[src/rtl/mem_arbiter.sv]
// Round-robin share of the single Data_Memory line port between two cache controllers, one whole transaction per grant.
// Grant is 1 cycle after request; the winner's request is latched until the memory ack, and requesters simply hold enable until their ack.
module mem_arbiter #(
   parameter int DATA_W = 256,
   parameter int ADDR_W = 32,
   parameter int CNT_W  = 16
) (
   input  logic              clk_i,
   input  logic              rst_i,

   input  logic              m0_enable_i,
   input  logic              m0_write_i,
   input  logic [ADDR_W-1:0] m0_addr_i,
   input  logic [DATA_W-1:0] m0_data_i,
   output logic              m0_ack_o,
   output logic [DATA_W-1:0] m0_data_o,

   input  logic              m1_enable_i,
   input  logic              m1_write_i,
   input  logic [ADDR_W-1:0] m1_addr_i,
   input  logic [DATA_W-1:0] m1_data_i,
   output logic              m1_ack_o,
   output logic [DATA_W-1:0] m1_data_o,

   output logic              mem_enable_o,
   output logic              mem_write_o,
   output logic [ADDR_W-1:0] mem_addr_o,
   output logic [DATA_W-1:0] mem_data_o,
   input  logic              mem_ack_i,
   input  logic [DATA_W-1:0] mem_data_i,

   output logic              busy_o,
   output logic              owner_o,
   output logic [CNT_W-1:0]  m0_count_o,
   output logic [CNT_W-1:0]  m1_count_o
);

   typedef enum logic [1:0] {
      IDLE = 2'd0,
      BUSY = 2'd1,
      GAP  = 2'd2
   } state_t;

   state_t              state_q, state_d;
   logic                owner_q, owner_d;
   logic                enable_q, enable_d;
   logic                write_q, write_d;
   logic [ADDR_W-1:0]   addr_q, addr_d;
   logic [DATA_W-1:0]   data_q, data_d;
   logic                busy_q, busy_d;
   logic [CNT_W-1:0]    cnt0_q, cnt0_d;
   logic [CNT_W-1:0]    cnt1_q, cnt1_d;

   logic                grant_id;
   logic                ack_take;

   // On a tie the previous owner yields; owner resets to 1 so m0 wins first.
   always_comb begin
      grant_id = 1'b0;
      if (m0_enable_i && m1_enable_i) begin
         grant_id = ~owner_q;
      end else begin
         grant_id = m1_enable_i;
      end
   end

   assign ack_take = (state_q == BUSY) && mem_ack_i;

   always_comb begin
      state_d  = state_q;
      owner_d  = owner_q;
      enable_d = enable_q;
      write_d  = write_q;
      addr_d   = addr_q;
      data_d   = data_q;
      busy_d   = busy_q;
      cnt0_d   = cnt0_q;
      cnt1_d   = cnt1_q;

      case (state_q)
         IDLE: begin
            if (m0_enable_i || m1_enable_i) begin
               owner_d  = grant_id;
               write_d  = grant_id ? m1_write_i : m0_write_i;
               addr_d   = grant_id ? m1_addr_i  : m0_addr_i;
               data_d   = grant_id ? m1_data_i  : m0_data_i;
               enable_d = 1'b1;
               busy_d   = 1'b1;
               state_d  = BUSY;
            end
         end
         BUSY: begin
            if (mem_ack_i) begin
               enable_d = 1'b0;
               busy_d   = 1'b0;
               state_d  = GAP;
               if (owner_q) begin
                  cnt1_d = cnt1_q + CNT_W'(1);
               end else begin
                  cnt0_d = cnt0_q + CNT_W'(1);
               end
            end
         end
         GAP: begin
            // Requests are ignored here so the finished owner can drop enable.
            state_d = IDLE;
         end
         default: begin
            state_d  = IDLE;
            enable_d = 1'b0;
            busy_d   = 1'b0;
         end
      endcase
   end

   always_ff @(posedge clk_i) begin
      if (rst_i) begin
         state_q  <= IDLE;
         owner_q  <= 1'b1;
         enable_q <= 1'b0;
         write_q  <= 1'b0;
         addr_q   <= '0;
         data_q   <= '0;
         busy_q   <= 1'b0;
         cnt0_q   <= '0;
         cnt1_q   <= '0;
      end else begin
         state_q  <= state_d;
         owner_q  <= owner_d;
         enable_q <= enable_d;
         write_q  <= write_d;
         addr_q   <= addr_d;
         data_q   <= data_d;
         busy_q   <= busy_d;
         cnt0_q   <= cnt0_d;
         cnt1_q   <= cnt1_d;
      end
   end

   assign mem_enable_o = enable_q;
   assign mem_write_o  = write_q;
   assign mem_addr_o   = addr_q;
   assign mem_data_o   = data_q;

   // Ack is forwarded combinationally and only while a grant is live.
   assign m0_ack_o  = ack_take & ~owner_q;
   assign m1_ack_o  = ack_take &  owner_q;
   assign m0_data_o = mem_data_i;
   assign m1_data_o = mem_data_i;

   assign busy_o     = busy_q;
   assign owner_o    = owner_q;
   assign m0_count_o = cnt0_q;
   assign m1_count_o = cnt1_q;

   a_enable_tracks_busy: assert property (@(posedge clk_i) disable iff (rst_i)
      enable_q == (state_q == BUSY));

   a_request_held: assert property (@(posedge clk_i) disable iff (rst_i)
      (state_q == BUSY && !mem_ack_i) |=>
         (state_q == BUSY && $stable(addr_q) && $stable(data_q) && $stable(write_q)));

   a_gap_then_idle: assert property (@(posedge clk_i) disable iff (rst_i)
      (state_q == GAP) |=> (state_q == IDLE && !enable_q));

endmodule

[config.mk]
export PLATFORM = sky130hd
export DESIGN_NAME = mem_arbiter
export DESIGN_NICKNAME = d
export VERILOG_FILES = /design/src/rtl/mem_arbiter.sv
export SDC_FILE = /design/constraint.sdc
export NUM_CORES = 1
export LEC_CHECK = 0
export CORE_AREA = 8 8 643 645
export DETAILED_ROUTE_END_ITERATION = 16
export DIE_AREA = 0 0 651 653
export GPL_ROUTABILITY_DRIVEN = 0
export HOLD_SLACK_MARGIN = 0.02
export PLACE_DENSITY = 0.3
export SLEW_MARGIN = 10
export SYNTH_ARGS = -nofsm -noshare
export SYNTH_HDL_FRONTEND = slang
export SYNTH_SLANG_ARGS = --single-unit
[constraint.sdc]
create_clock -name clk_i -period 2 [get_ports clk_i]
set_input_delay 0.2 -clock clk_i [delete_from_list [all_inputs] [get_ports clk_i]]
set_output_delay 0.2 -clock clk_i [all_outputs]
set_load 0.01 [all_outputs]
; ---- Word level (Yosys, flattened, before mapping)
; Cells that the tools add are included.
[totals]
word_cells = 37
out_inout_bits = 838
in_bits = 839
register_bits = 325
[classes]
n_reduce_logical = 9
bitwise = 4
mux = 10
eq_ne = 4
add_sub_neg = 2
[ops]
columns = op, n
row1 = $mux 256, 1
row2 = $add 16x1->16 const B, 2
row3 = $mux 32, 1
row4 = $reduce_and 3->1, 3
row5 = $mux 1, 4
row6 = $mux 2, 2
row7 = $ne 2x2->1 const B, 2
row8 = $pmux 2 s2, 1
row9 = $reduce_and 2->1, 2
row10 = $pmux 1 s3, 1
row11 = $and 1x1->1, 2
row12 = $eq 2x1->1 const B, 1
row13 = $eq 2x2->1 const B, 1
row14 = $logic_and 1x1->1, 2
row15 = $logic_not 2->1, 1
row16 = $not 1->1, 2
row17 = $logic_or 1x1->1, 1

; ---- Longest topological paths before layout
[logic_depth]
depth_word = 3
ltp_mapped = 7
mapped_depth_nobuf = 5

; ---- Least setup slack after synthesis
; Ideal clock, no wire load.
[synth_path]
path_kind = reg2reg
start = register owner_q, in the netlist owner_o
end = register cnt1_q[15], in the netlist m1_count_o[15]
setup_slack_ns = 0.240
synth_period_minus_slack_ns = 1.760
path_buffers = 0
setup_time_ns = 0.070
arrival_time_ns = 1.690
stages_incl_launch_ff = 5
required_time_ns = 1.930
path_cell_list = dfxtp_1 > nand4b_4 > or4_4 > or3_1 > a21oi_1
[synth_between]
elab_chain_cells = 1
[synth_lines]
columns = element, line_no
row1 = from (decl), 45  ; logic owner_q, owner_d;
row2 = from (signal assigned), 129  ; owner_q <= owner_d;
row3 = $reduce_and 3->1 (no line), -
row4 = to (signal assigned), 136  ; cnt1_q <= cnt1_d;
row5 = to (decl), 52  ; logic [CNT_W-1:0] cnt1_q, cnt1_d;
; Every way passes these cells.
; A chain may end at the register's enable or synchronous reset.

; ---- Worst setup path in the final report
[layout_path]
start = register data_q[20], in the netlist mem_data_o[20]
end = output port mem_data_o[20]
[layout_lines]
columns = element, line_no
row1 = from (decl), 49  ; logic [DATA_W-1:0] data_q, data_d;
row2 = from (signal assigned), 133  ; data_q <= data_d;
row3 = to (decl), 28  ; output logic [DATA_W-1:0] mem_data_o,
; No word-level cell between the ends.

==> impl_metrics.csv <==
group,metric,value,unit
floorplanning,fp.dieH,653,um
floorplanning,dieWidth,651,um
sta,finalSetupViolCount,0,
critical_path,crit_slowest_cell,"dlygate4sd2_1",
placement,place_hpwl,221000,um
logic_synthesis,synthArstFlopShare,0,%
route,drc_errors,0,
sta,whs,0.111,ns
placement,portBuffers,908,
clock_tree,clk_latency,0.69,ns
finish,drive_above_1_share,12.2,%
placement,placed_area,0.0299,mm^2
global_routing,grt_max_degree,69,
logic_synthesis,synth_area_leader_cell,"dfxtp_1",
critical_path,rrSetupSlack,0.22,ns
pwr,power.total,25.9,mW
critical_path,max_stage_delay,0.65,ns
critical_path,path_class,"reg -> out",
global_routing,grt_pass1_wl,294000,um
logic_synthesis,synth.top_cells.by_area,"dfxtp_1 (37%), buf_4 (22%), a311oi_1 (14%)",
logic_synthesis,synth-seq-cells,325,
logic_synthesis,ys.warnings.count,0,
critical_path,path_buf_inv,1,
critical_path,start_kind,"flop",
logic_synthesis,syn-num-nets,3149,
finish,final_cell_mix,"clkdlybuf4s50_1 (635), nand2_1 (591), dlygate4sd3_1 (433)",
sta,period_minus_slack,1.89,ns
floorplanning,ioPinCount,1677,
pwr,max-vdd-ir-drop,0.000684,V
route,wl_per_cell,28.7,um
finish,final_common_cell,"clkdlybuf4s50_1",
clock_tree,cts_root_buf,"clkbuf_16",
finish,fillers,47000,
sta,clock_skew,0.0437,ns
critical_path,arrival,1.69,ns
route,routed_wl,244000,um
sta,max_slew_margin,55.1,%
global_routing,grt_usage,11.0,%
critical_path,crit_required,1.80,ns
sta,max_freq,528,MHz
clock_tree,clkTransAtPathRegs,0.06,ns
finish,final_nets,3989,
critical_path,path_delay_family,"buffers and inverters",
sta,worst_slack,0.106,ns
hold_path,hp-class,"in -> reg",
route,drt_iter0_markers,1038,
logic_synthesis,synth-edff-count,0,
route,via_per_inst,2.37,
sta,worst_pin_slew,0.676,ns
clock_tree,cts.sinks,325,
sta,drv_slew,0,
placement,dp_slack,-0.174,ns
critical_path,crit_chain,"dlygate4sd2_1",
floorplanning,initial_core_util,4.38,%
global_routing,grt_pass1_vias,21900,
clock_tree,cts_inserted_buffers,50,
sta,rsz0062_at_grt,"false",
critical_path,critPathCaptureType,"output pin",
finish,multiInputGateArea,0.00670,mm^2
logic_synthesis,synth_cell_types,36,
logic_synthesis,synth-seq-area-share,36.8,%
logic_synthesis,synthCells,2308,
global_routing,grt_overflow_total,0,
logic_synthesis,synth_top_area_share,36.8,%
finish,finish.utilization,8.91,%
clock_tree,ctsHtreeMaxLevel,2,
critical_path,cp_max_fo,2,
clock_tree,cts_buffer_depth,3,
pwr,leakagePower,12.7,nW
outcome,outcome,"completed",
logic_synthesis,synth_flop_cell,"dfxtp_1",
logic_synthesis,avgSynthCellArea,7.67,um^2
route,dr.pass1.iters,6,
run,cap_violations,0,
finish,area_growth,103,%
floorplanning,core_area,0.404,mm^2
clock_tree,cts_tree,"built",
sta,hold_viol,0,
route,ant_nets,0,
pwr,p_per_area,719,mW/mm^2
logic_synthesis,syn_area,0.0177,mm^2
floorplanning,die-area,0.425,mm^2
sta,fin_crit_sh,94.7,%
route,via_count,20200,
finish,fin_area,0.0360,mm^2
finish,seq_area,0.00653,mm^2
floorplanning,rows,234,
global_routing,antenna_found_initial,50,
[kinds of logic after synthesis]
| logic type | synth area share (%) |
|---|---|
| muxes | 0.255 |
| buffers and inverters | 25.5 |
| xor gates and xnor gates | 0.940 |
| DFF | 36.8 |
| adders and majority gates | 0.141 |
| AOI/OAI and AO/OA | 15.0 |
| and+or+nand+nor | 21.5 |
[per-layer routing]
metal	GRT usage [%]	up-vias	share of wire, %
met1	9.79	9495	31
met3	7.88	292	16
met2	19.1	1389	49
met4	4.35	16	4.4
met5	0.605	-	0.13
li1	-	9025	-
[registers in the layout, summed over array words and instances (netlist names)]
signal	cells
m1_count_o	16
mem_data_o	256
m0_count_o	16
owner_o	1
busy_o	1
mem_write_o	1
state_q	2
mem_addr_o	32
[worst min-delay path, stage by stage]
cell and delay [ns]:
clkdlybuf4s50_1 0.41, nand2_1 0.06, a311oi_1 0.08
[cell type report]
| type | instances | share of cell area [%] |
|---|---|---|
| diodes | 24 | 0.167 |
| clock buffers | 76 | 4.11 |
| clock inverters | 15 | 0.800 |
| inverters | 2 | 0.0348 |
| multi-input cells | 1303 | 18.6 |
| flip-flops and latches | 325 | 18.1 |
| well taps | 5310 | 18.5 |
| repair buffers | 1466 | 39.7 |
[cell usage after synthesis, types with 2 or more instances]
| cell type | count |
|---|---|
| ha_1 | 2 |
| a21oi_1 | 10 |
| nand4_1 | 7 |
| or3_1 | 5 |
| nand2_1 | 592 |
| and4_1 | 2 |
| and3_1 | 4 |
| buf_2 | 23 |
| nor2_1 | 317 |
| nor2b_1 | 4 |
| buf_1 | 17 |
| a311oi_1 | 289 |
| nor3_1 | 6 |
| or2_2 | 2 |
| xnor2_1 | 8 |
| clkbuf_1 | 125 |
| buf_4 | 513 |
| nor4_1 | 2 |
| nand3_1 | 15 |
| o21a_1 | 2 |
| nand4b_1 | 2 |
| dfxtp_1 | 325 |
| o21ai_0 | 8 |
| mux2_2 | 4 |
| xor2_1 | 11 |
| and2_1 | 3 |
[what timing repair did]
item	4_1_cts	5_1_grt
setup buffers	0	2
hold buffers	433	0
gates resized for setup	143	1
endpoints found under the setup margin	125	20
hold endpoints to repair	273	0
pin swaps	0	0
[where the power goes]
part           total, mW  switching [mW]  internal (mW)  leakage, nW
Clock               9.81            3.94           5.87        0.851
Sequential          7.86           0.656           7.20         2.70
Combinational       8.21            4.75           3.46         9.15
[metrics by stage]
stage / setup TNS [ns] / instances
2_1_floorplan: 0 / 2308
5_1_grt: 0 / 8512
4_1_cts: 0 / 8495
3_3_place_gp: -24.61 / 7971
3_5_place_dp: -20.31 / 7971
6_report: 0 / 8521
[worst paths after layout]
path / to / depth (start not counted) / start
min: mem_addr_o[0] / 3 / m1_addr_i[0]
max: mem_data_o[20] / 1 / mem_data_o[20]
min reg2reg: mem_addr_o[27] / 2 / mem_addr_o[27]
max reg2reg: mem_data_o[82] / 7 / state_q[0]
(Power assumes the default switching activity.)
